==> src/rtl/waveform_ram_arbiter.sv <==
// Round-robin arbiter sharing one RAM DMA read port among NUM_REQ waveform requesters.
// Optional watchdog on the RAM response: define WAVEFORM_RAM_ARBITER_TIMEOUT_EN.
module waveform_ram_arbiter #(
  parameter int unsigned NUM_REQ      = 4,
  parameter int unsigned NUM_REQ_WID  = 2,
  parameter int unsigned RAM_WID      = 32,
  parameter int unsigned RAM_WORD_WID = 16,
  parameter int unsigned TIMEOUT      = 255,
  parameter int unsigned TIMEOUT_WID  = 8
) (
  input  logic                       clk,
  input  logic                       rst_L,
  input  logic [NUM_REQ*RAM_WID-1:0] req_addr,
  input  logic [NUM_REQ-1:0]         req_read,
  output logic [NUM_REQ-1:0]         req_valid,
  output logic [RAM_WORD_WID-1:0]    req_word,
  output logic [NUM_REQ-1:0]         grant,
  output logic [RAM_WID-1:0]         ram_dma_addr,
  output logic                       ram_read,
  input  logic [RAM_WORD_WID-1:0]    ram_word,
  input  logic                       ram_valid,
  output logic                       timeout_err
);

  // Elaboration-time parameter sanity check.
  if ((2 ** NUM_REQ_WID) < NUM_REQ || TIMEOUT >= (2 ** TIMEOUT_WID)) begin : g_cfg_err
    $error("waveform_ram_arbiter: inconsistent parameter widths");
  end

  typedef enum logic [1:0] {
    ST_IDLE    = 2'd0,
    ST_ISSUE   = 2'd1,
    ST_RELEASE = 2'd2
  } state_e;

  state_e                   state_q, state_d;
  logic [NUM_REQ_WID-1:0]   rr_ptr_q, rr_ptr_d;
  logic [NUM_REQ_WID-1:0]   gnt_idx_q, gnt_idx_d;
  logic [NUM_REQ-1:0]       grant_q, grant_d;
  logic [NUM_REQ-1:0]       req_valid_q, req_valid_d;
  logic [RAM_WORD_WID-1:0]  req_word_q, req_word_d;
  logic                     ram_read_q, ram_read_d;
  logic [RAM_WID-1:0]       ram_dma_addr_q, ram_dma_addr_d;

`ifdef WAVEFORM_RAM_ARBITER_TIMEOUT_EN
  logic [TIMEOUT_WID-1:0]   wd_cnt_q, wd_cnt_d;
  logic                     timeout_err_q, timeout_err_d;
`endif

  logic [RAM_WID-1:0]       addr_arr [NUM_REQ];
  logic                     pick_vld;
  logic [NUM_REQ_WID-1:0]   pick_idx;
  logic [NUM_REQ_WID-1:0]   cand_idx;
  int                       cand;

  for (genvar g = 0; g < NUM_REQ; g++) begin : g_addr
    assign addr_arr[g] = req_addr[g*RAM_WID +: RAM_WID];
  end

  // First requesting index at or above rr_ptr, wrapping; scanned high-to-low so the nearest wins.
  always_comb begin
    pick_vld = 1'b0;
    pick_idx = '0;
    cand     = 0;
    cand_idx = '0;
    for (int k = int'(NUM_REQ) - 1; k >= 0; k--) begin
      cand = int'(rr_ptr_q) + k;
      if (cand >= int'(NUM_REQ)) begin
        cand = cand - int'(NUM_REQ);
      end
      cand_idx = NUM_REQ_WID'(cand);
      if (req_read[cand_idx]) begin
        pick_vld = 1'b1;
        pick_idx = cand_idx;
      end
    end
  end

  // Next-state and registered-output logic.
  always_comb begin
    state_d        = state_q;
    rr_ptr_d       = rr_ptr_q;
    gnt_idx_d      = gnt_idx_q;
    grant_d        = grant_q;
    req_valid_d    = req_valid_q;
    req_word_d     = req_word_q;
    ram_read_d     = ram_read_q;
    ram_dma_addr_d = ram_dma_addr_q;
`ifdef WAVEFORM_RAM_ARBITER_TIMEOUT_EN
    wd_cnt_d       = wd_cnt_q;
    timeout_err_d  = timeout_err_q;
`endif

    case (state_q)
      ST_IDLE: begin
        if (pick_vld) begin
          gnt_idx_d          = pick_idx;
          grant_d            = '0;
          grant_d[pick_idx]  = 1'b1;
          ram_dma_addr_d     = addr_arr[pick_idx];
          ram_read_d         = 1'b1;
          state_d            = ST_ISSUE;
`ifdef WAVEFORM_RAM_ARBITER_TIMEOUT_EN
          wd_cnt_d           = '0;
`endif
        end
      end

      // Requester dropping req_read here does not abort; only the RAM ends the access.
      ST_ISSUE: begin
        if (ram_valid) begin
          ram_read_d  = 1'b0;
          req_word_d  = ram_word;
          req_valid_d = grant_q;
          state_d     = ST_RELEASE;
        end
`ifdef WAVEFORM_RAM_ARBITER_TIMEOUT_EN
        else if (wd_cnt_q == TIMEOUT_WID'(TIMEOUT - 1)) begin
          ram_read_d    = 1'b0;
          req_word_d    = '0;
          req_valid_d   = grant_q;
          timeout_err_d = 1'b1;
          state_d       = ST_RELEASE;
        end else begin
          wd_cnt_d = wd_cnt_q + TIMEOUT_WID'(1);
        end
`endif
      end

      ST_RELEASE: begin
        if (!req_read[gnt_idx_q]) begin
          req_valid_d = '0;
          grant_d     = '0;
          rr_ptr_d    = (gnt_idx_q == NUM_REQ_WID'(NUM_REQ - 1)) ? '0
                                                                 : gnt_idx_q + NUM_REQ_WID'(1);
          state_d     = ST_IDLE;
        end
      end

      default: begin
        state_d = ST_IDLE;
      end
    endcase
  end

  // State and output registers with synchronous active-low reset.
  always_ff @(posedge clk) begin
    if (!rst_L) begin
      state_q        <= ST_IDLE;
      rr_ptr_q       <= '0;
      gnt_idx_q      <= '0;
      grant_q        <= '0;
      req_valid_q    <= '0;
      req_word_q     <= '0;
      ram_read_q     <= 1'b0;
      ram_dma_addr_q <= '0;
`ifdef WAVEFORM_RAM_ARBITER_TIMEOUT_EN
      wd_cnt_q       <= '0;
      timeout_err_q  <= 1'b0;
`endif
    end else begin
      state_q        <= state_d;
      rr_ptr_q       <= rr_ptr_d;
      gnt_idx_q      <= gnt_idx_d;
      grant_q        <= grant_d;
      req_valid_q    <= req_valid_d;
      req_word_q     <= req_word_d;
      ram_read_q     <= ram_read_d;
      ram_dma_addr_q <= ram_dma_addr_d;
`ifdef WAVEFORM_RAM_ARBITER_TIMEOUT_EN
      wd_cnt_q       <= wd_cnt_d;
      timeout_err_q  <= timeout_err_d;
`endif
    end
  end

  assign grant        = grant_q;
  assign req_valid    = req_valid_q;
  assign req_word     = req_word_q;
  assign ram_read     = ram_read_q;
  assign ram_dma_addr = ram_dma_addr_q;

`ifdef WAVEFORM_RAM_ARBITER_TIMEOUT_EN
  assign timeout_err  = timeout_err_q;
`else
  assign timeout_err  = 1'b0;
`endif

endmodule

==> config.mk <==
export PLATFORM = sky130hd
export DESIGN_NAME = waveform_ram_arbiter
export DESIGN_NICKNAME = d
export VERILOG_FILES = /design/src/rtl/waveform_ram_arbiter.sv
export SDC_FILE = /design/constraint.sdc
export NUM_CORES = 1
export LEC_CHECK = 0
export BUFFER_PORTS_ARGS = -buffer_cell sky130_fd_sc_hd__buf_2
export CAP_MARGIN = 20
export CORE_MARGIN = 2
export CORE_UTILIZATION = 40
export DETAILED_ROUTE_END_ITERATION = 8
export PLACE_DENSITY = 0.8
export SYNTH_ARGS = -nofsm -noshare
export SYNTH_HDL_FRONTEND = slang
export SYNTH_SLANG_ARGS = --single-unit
==> constraint.sdc <==
create_clock -name clk -period 2.5 [get_ports clk]
set_clock_uncertainty 0.15 [all_clocks]
set_input_delay 0.25 -clock clk [delete_from_list [all_inputs] [get_ports clk]]
set_output_delay 0.25 -clock clk [all_outputs]
set_load 0.05 [all_outputs]
==> out/qor.csv, run 1 <==
stage,metric,value,unit
logic_synthesis,post-synthesis simple-gate area fraction,14.98,%
logic_synthesis,number of flops mapped to enable cells by yosys,0,
critical_path,WP data required,2.54,ns
die,Die Y,95.17,um
die,Die Wd,95.17,um
clocking,setup bufs post-CTS,0,
final_layout,"commonest non-fill, non-tap cell in the layout",buf_2,
sta,RSZ-0062 raised after global routing,no,
sta,Worst Max-Slew Pin Slew,0.7926,ns
logic_synthesis,Compound-Gate Fraction of Synth Area,28.83,%
clocking,post-CTS sizing,0,
placement,dpl cells,653,
final_layout,Syn-to-layout area delta,37.49,%
logic_synthesis,largest family of logic cells by synthesized area,compound AO/OA/AOI/OAI gates,
logic_synthesis,Post-Syn Instances,372,
critical_path,Worst path depth,6,
critical_path,FF-to-FF path depth,6,
placement,placer congestion estimate,0.7895,
global_routing,total gr overflow,0,
logic_synthesis,ys flop type,dfxtp_1,
logic_synthesis,"FF+latch count, synth",63,
logic_synthesis,ys async rst share,0,%
die,Starting Density,40.87,%
critical_path,CP max stage cell,a2111oi_0,
global_routing,total global routing track utilization,21.83,%
logic_synthesis,post-synthesis adder-cell area fraction,0.3764,%
logic_synthesis,Cell variety after synth,39,
critical_path,crit path launch type,flip-flop,
sta,min Tclk post-route,2.068,ns
logic_synthesis,sequential area share after synthesis,37.94,%
final_layout,final cell count without fillers,670,
sta,"Slew Viols, Final",0,
logic_synthesis,Ys Warns,0,
placement,IO buf count,207,
clocking,CTS buffer count,9,
final_layout,layout cell share with drive strength beyond 1,42.38,%
min_path,hold depth,3,
clocking,CTS tree,built,
sta,final worst path period share,82.73,%
placement,Detail Placement HPWL,7.540,mm
sta,Worst slew margin,47.00,%
die,row count,33,
route,DRC viols,0,
power_and_ir_drop,Pwr Density,625.7,nW/um2
route,routed wire length,10.42,mm
global_routing,vias in the first global route,3377,
critical_path,Setup CP Type,flip-flop to flip-flop,
die,Top Ports,209,
global_routing,first-pass GRT wire length,15.62,mm
clocking,Worst-Skew Late Latency,0.33,ns
run_status,status,completed,
power_and_ir_drop,Leak Pwr,2.237,nW
route,number of DRC markers in iteration 0,171,
global_routing,pin count of the biggest net entering global routing,52,
clocking,clock sinks,63,
critical_path,crit path buf inv count,1,
sta,fmax,483.5,MHz
sta,Setup Viol. Count Final,0,
final_layout,most frequent cells in the layout,"207 x buf_2, 63 x dfxtp_1, 40 x nand2_1",
die,Die ar.,9056,um2
final_layout,filler instances,748,
clocking,clock slew at reported path FFs,0.08,ns
logic_synthesis,xor-xnor portion of the synthesized cell area,0,%
die,core area,8134,um2
logic_synthesis,Avg Synthesized Cell Area,8.937,um2
route,detailed-route wire length per cell,15.55,um
critical_path,peak per-stage delay on the critical path,0.51,ns
flow_run,max_cap viols,0,
power_and_ir_drop,Pwr Total,2.860,mW
route,TritonRoute pass-1 iters,4,
clocking,clk root buf,clkbuf_8,
critical_path,CP max FO,51,
sta,setup tns final,0,ns
route,vias per cell,5.485,
critical_path,crit end category,flip-flop,
clocking,clock buffer depth,2,
logic_synthesis,mux contribution to synthesized area,10.95,%
logic_synthesis,"Net Count, Synth",524,
critical_path,"CP delay by family, top",compound AO/OA/AOI/OAI gates,
min_path,Hold Path Class,input pin to flip-flop,
clocking,Max H-tree Level,3,
route,antenna-violating nets left,0,
power_and_ir_drop,Max IR drop VDD,0.3652,mV
sta,final hold vios,0,
logic_synthesis,Mapped Area,3324,um2
clocking,hold buffer count at cts,0,
critical_path,Critical Path AT,2.11,ns
global_routing,antenna violations before repair,0,
final_layout,nets@finish,711,
critical_path,cell breakdown of the critical path,a21boi_0 > o32a_2 > nand2_2 > buf_12 > a2111oi_0 > a211oi_1,
route,DR vias,3675,
-- synthesized netlist by cell type, drive strengths merged, types with 4 or more instances --
master | count | area [um2]
a2111oi | 32 | 280.3
a211oi | 33 | 247.7
a21boi | 23 | 172.7
a32o | 4 | 40.04
and2 | 4 | 25.02
and3 | 32 | 200.2
buf | 12 | 110.1
clkbuf | 29 | 108.9
dfxtp | 63 | 1261
mux2i | 33 | 330.3
nand2 | 41 | 156.4
nand3 | 4 | 20.02
o21ai | 34 | 170.2
-- flip-flops by register name (all words and copies together) (netlist names) --
| signal | count |
|---|---|
| grant | 4 |
| req_valid | 4 |
| state_q | 2 |
| ram_dma_addr | 32 |
| ram_read | 1 |
| req_word | 16 |
| rr_ptr_q | 2 |
| gnt_idx_q | 2 |
-- tightest hold or removal path, delay by kind of cell --
family,cells,cell delay [ns]
buffers and inverters,1,0.09
AND/OR/NAND/NOR,1,0.05
AO/OA/AOI/OAI,1,0.06
-- layer usage --
layer	track usage, %	share of wire (%)	vias up
met5	0	0	-
met2	37.09	50	176
li1	-	-	1790
met1	25.95	40	1688
met3	4.901	7.8	21
met4	10.51	2.1	0
-- final timing paths --
kind	startpoint	endpoint	slack, ns
max	rr_ptr_q[1]	ram_dma_addr[16]	0.43
min	ram_word[10]	req_word[10]	0.03
max reg2reg	rr_ptr_q[1]	ram_dma_addr[16]	0.43
min reg2reg	req_word[13]	req_word[13]	0.31
-- report_power, final --
part | internal, mW | switching [mW] | total (mW)
logic | 0.291 | 0.609 | 0.900
registers | 1.10 | 0.0518 | 1.15
clock network | 0.410 | 0.402 | 0.812
-- logic make-up after synthesis --
family | after synthesis
buf+inv | 43
simple gates | 96
fa+ha+maj | 1
compound gates | 133
mux | 35
other cells | 1
flops | 63
-- stage by stage --
| step | hold WS [ns] | worst slack, ns | utilization [%] | cell area [um2] |
|---|---|---|---|---|
| after detailed placement | 0.3043 | 0.3862 | 53.90 | 4384 |
| after floorplan | 0.2449 | 0.6374 | - | 3324 |
| after CTS | 0.009697 | 0.4211 | 56.16 | 4568 |
| after global placement | 0.2967 | 0.4582 | 53.90 | 4384 |
| after global routing | 0.01735 | 0.2435 | 56.16 | 4568 |
| final | 0.02708 | 0.4316 | 56.19 | 4571 |
-- area by class of cell --
| type | count | area [um2] | area share [%] |
|---|---|---|---|
| multi-input cells | 266 | 1848 | 40.43 |
| flip-flops and latches | 63 | 1261 | 27.59 |
| repair buffers | 217 | 1136 | 24.86 |
| clock buffers | 11 | 151.4 | 3.312 |
| well taps | 105 | 131.4 | 2.874 |
| clock inverters | 5 | 32.53 | 0.7117 |
| inverters | 2 | 7.507 | 0.1642 |
| diodes | 1 | 2.502 | 0.05475 |
Note: power is estimated with default switching activity, not from simulation.
==> run 2: changes to the inputs <==
--- a/config.mk
+++ b/config.mk
@@ -8,9 +8,9 @@
 export BUFFER_PORTS_ARGS = -buffer_cell sky130_fd_sc_hd__buf_2
 export CAP_MARGIN = 20
 export CORE_MARGIN = 2
-export CORE_UTILIZATION = 40
+export CORE_UTILIZATION = 39
 export DETAILED_ROUTE_END_ITERATION = 8
-export PLACE_DENSITY = 0.8
+export PLACE_DENSITY = 0.81
 export SYNTH_ARGS = -nofsm -noshare
 export SYNTH_HDL_FRONTEND = slang
 export SYNTH_SLANG_ARGS = --single-unit
==> constraint.sdc (replaced) <==
create_clock -name clk -period 1.8 [get_ports clk]
set_clock_uncertainty 0.15 [all_clocks]
set_input_delay 0.18 -clock clk [delete_from_list [all_inputs] [get_ports clk]]
set_output_delay 0.18 -clock clk [all_outputs]
set_load 0.05 [all_outputs]
==> out/qor.csv, run 2 (synthesized netlist as in run 1, its figures left out) <==
stage,metric,value,unit,change
global_routing,total gr overflow,0,,unchanged
sta,fmax,535.9,MHz,+11%
power_and_ir_drop,Max IR drop VDD,0.4522,mV,+24%
sta,Setup Viol. Count Final,16,,+16
placement,dpl cells,671,,+2.8%
final_layout,area taken by multi-input logic gates,2734,um2,+48%
final_layout,layout cell share with drive strength beyond 1,58.93,%,+17 points
critical_path,WP data required,1.86,ns,-0.68 ns
critical_path,CP dominant cell by count,nand2_8,,
die,Die Y,96.33,um,+1.2%
clocking,Max H-tree Level,3,,unchanged
final_layout,fin area,6160,um2,+35%
global_routing,met1 GRT Util,28.69,%,+2.7 points
final_layout,Syn-to-layout area delta,85.28,%,
route,TritonRoute pass-1 iters,4,,unchanged
placement,IO buf count,207,,unchanged
clocking,Worst-Skew Late Latency,0.33,ns,about the same
final_layout,filler instances,562,,-25%
clocking,clk root buf,clkbuf_8,,
placement,Detail Placement HPWL,8.294,mm,+10%
placement,worst slack at placement,-0.2579,ns,-0.6441 ns
global_routing,met3 usage,5.403,%,+0.50 points
min_path,Hold Path Class,input pin to flip-flop,,
global_routing,total global routing track utilization,25.26,%,+3.4 points
die,core area,8258,um2,+1.5%
final_layout,Register Area,1269,um2,+0.60%
global_routing,antenna violations before repair,0,,unchanged
route,DRC viols,0,,unchanged
die,Top Ports,209,,unchanged
route,routed wire length,13.87,mm,+33%
global_routing,pin count of the biggest net entering global routing,36,,-31%
final_layout,number of flip-flops in the largest register,32,,unchanged
final_layout,nets@finish,763,,+7.3%
critical_path,CP max stage cell,dfxtp_4,,
clocking,clock slew at reported path FFs,0.08,ns,about the same
route,detailed-route wire length per cell,19.24,um,+24%
final_layout,"commonest non-fill, non-tap cell in the layout",buf_2,,
sta,RSZ-0062 raised after global routing,yes,,
global_routing,vias in the first global route,3757,,+11%
clocking,CTS buffer count,9,,unchanged
route,antenna-violating nets left,0,,unchanged
die,Starting Density,40.26,%,-0.61 points
placement,area post-placement,4592,um2,+4.7%
critical_path,crit end category,flip-flop,,
power_and_ir_drop,Pwr Density,758.4,nW/um2,+21%
placement,placer congestion estimate,0.8438,,+6.9%
final_layout,number of inserted diodes,0,,-1
route,DR vias,4089,,+11%
sta,"Slew Viols, Final",0,,unchanged
final_layout,most frequent cells in the layout,"207 x buf_2, 61 x dfxtp_1, 39 x nand2_1",,
sta,min Tclk post-route,1.866,ns,-0.2024 ns
die,Die Wd,96.33,um,+1.2%
critical_path,crit path launch type,flip-flop,,
route,vias per cell,5.671,,+3.4%
clocking,CTS tree,built,,
sta,setup ws final,-0.06597,ns,-0.4976 ns
die,row count,33,,unchanged
global_routing,busiest grt layer,met2,,
min_path,hold depth,3,,unchanged
global_routing,met2 Use GR,44.97,%,+7.9 points
clocking,clock sinks,63,,unchanged
critical_path,Setup CP Type,flip-flop to flip-flop,,
power_and_ir_drop,Leak Pwr,2.614,nW,+17%
critical_path,cell breakdown of the critical path,mux2_4 > nand2_8 > nand2_8 > clkbuf_16 > a2111oi_2 > a211oi_1,,
flow_run,max_cap viols,0,,unchanged
critical_path,Critical Path AT,1.93,ns,-0.18 ns
final_layout,final cell count without fillers,721,,+7.6%
global_routing,first-pass GRT wire length,18.04,mm,+15%
run_status,failing checks,setup timing,,
critical_path,CP max FO,6,,-88%
critical_path,peak per-stage delay on the critical path,0.39,ns,-0.12 ns
route,number of DRC markers in iteration 0,172,,+0.58%
run_status,status,"finished, violations left",,
sta,Worst Max-Slew Pin Slew,0.6122,ns,-0.1804 ns
sta,Worst slew margin,59.19,%,+12 points
sta,final hold vios,0,,unchanged
critical_path,FF-to-FF path depth,6,,unchanged
sta,final worst path period share,103.7,%,+21 points
die,Die ar.,9279,um2,+2.5%
clocking,clock buffer depth,2,,unchanged
## run 2: through the flow
step | TNS [ns] | hold WS (ns) | utilization (%) | power [mW]
2_1_floorplan | -0.02072 | 0.1749 | - | 2.497
3_3_place_gp | -1.552 | 0.2797 | 55.61 | 2.940
3_5_place_dp | -4.576 | 0.2893 | 55.61 | 2.963
4_1_cts | -0.2040 | 0.007933 | 65.15 | 4.371
5_1_grt | -1.977 | 0.03522 | 74.59 | 4.856
6_report | -0.3650 | 0.02428 | 74.59 | 4.672
## run 2: cell type report
class	instances	area share [%]
clock buffer	13	2.417
tap	105	2.133
inverter	2	0.1219
multi-input combinational	267	44.38
clock inverter	3	0.6906
timing repair buffer	268	29.66
sequential	63	20.60
## run 2: routing by layer
layer	vias up	wire, um
li1	1897	-
met1	1945	5262
met2	213	7255
met3	34	964
met4	0	388
met5	-	0
## run 2: path summary, 6_finish.rpt
path                              startpoint          endpoint  slack (ns)
worst max-delay path             rr_ptr_q[1]  ram_dma_addr[10]       -0.07
worst min-delay path            req_addr[47]  ram_dma_addr[15]        0.02
worst max register to register   rr_ptr_q[1]  ram_dma_addr[10]       -0.07
worst min register to register  req_word[10]      req_word[10]        0.31
## run 2: report_power, final
| part | internal, mW | switching [mW] |
|---|---|---|
| Combinational | 0.721 | 1.14 |
| Clock | 0.677 | 0.538 |
| Sequential | 1.52 | 0.0749 |
| Total | 2.92 | 1.75 |
## run 2: repair_timing
item / 4_1_cts / 5_1_grt
hold endpoints to repair: 17 / 0
gates cloned: 3 / 8
setup endpoints to repair: 42 / 41
hold buffers: 17 / 0
pin swaps: 7 / 31
resized for setup: 66 / 95
setup buffers: 5 / 2
## run 2: critical path: cells and delay by family (launching register included)
family / cells / cell delay [ns]
AOI/OAI and AO/OA: 2 / 0.46
buffers and inverters: 1 / 0.18
DFF: 1 / 0.39
muxes: 1 / 0.34
and+or+nand+nor: 2 / 0.22
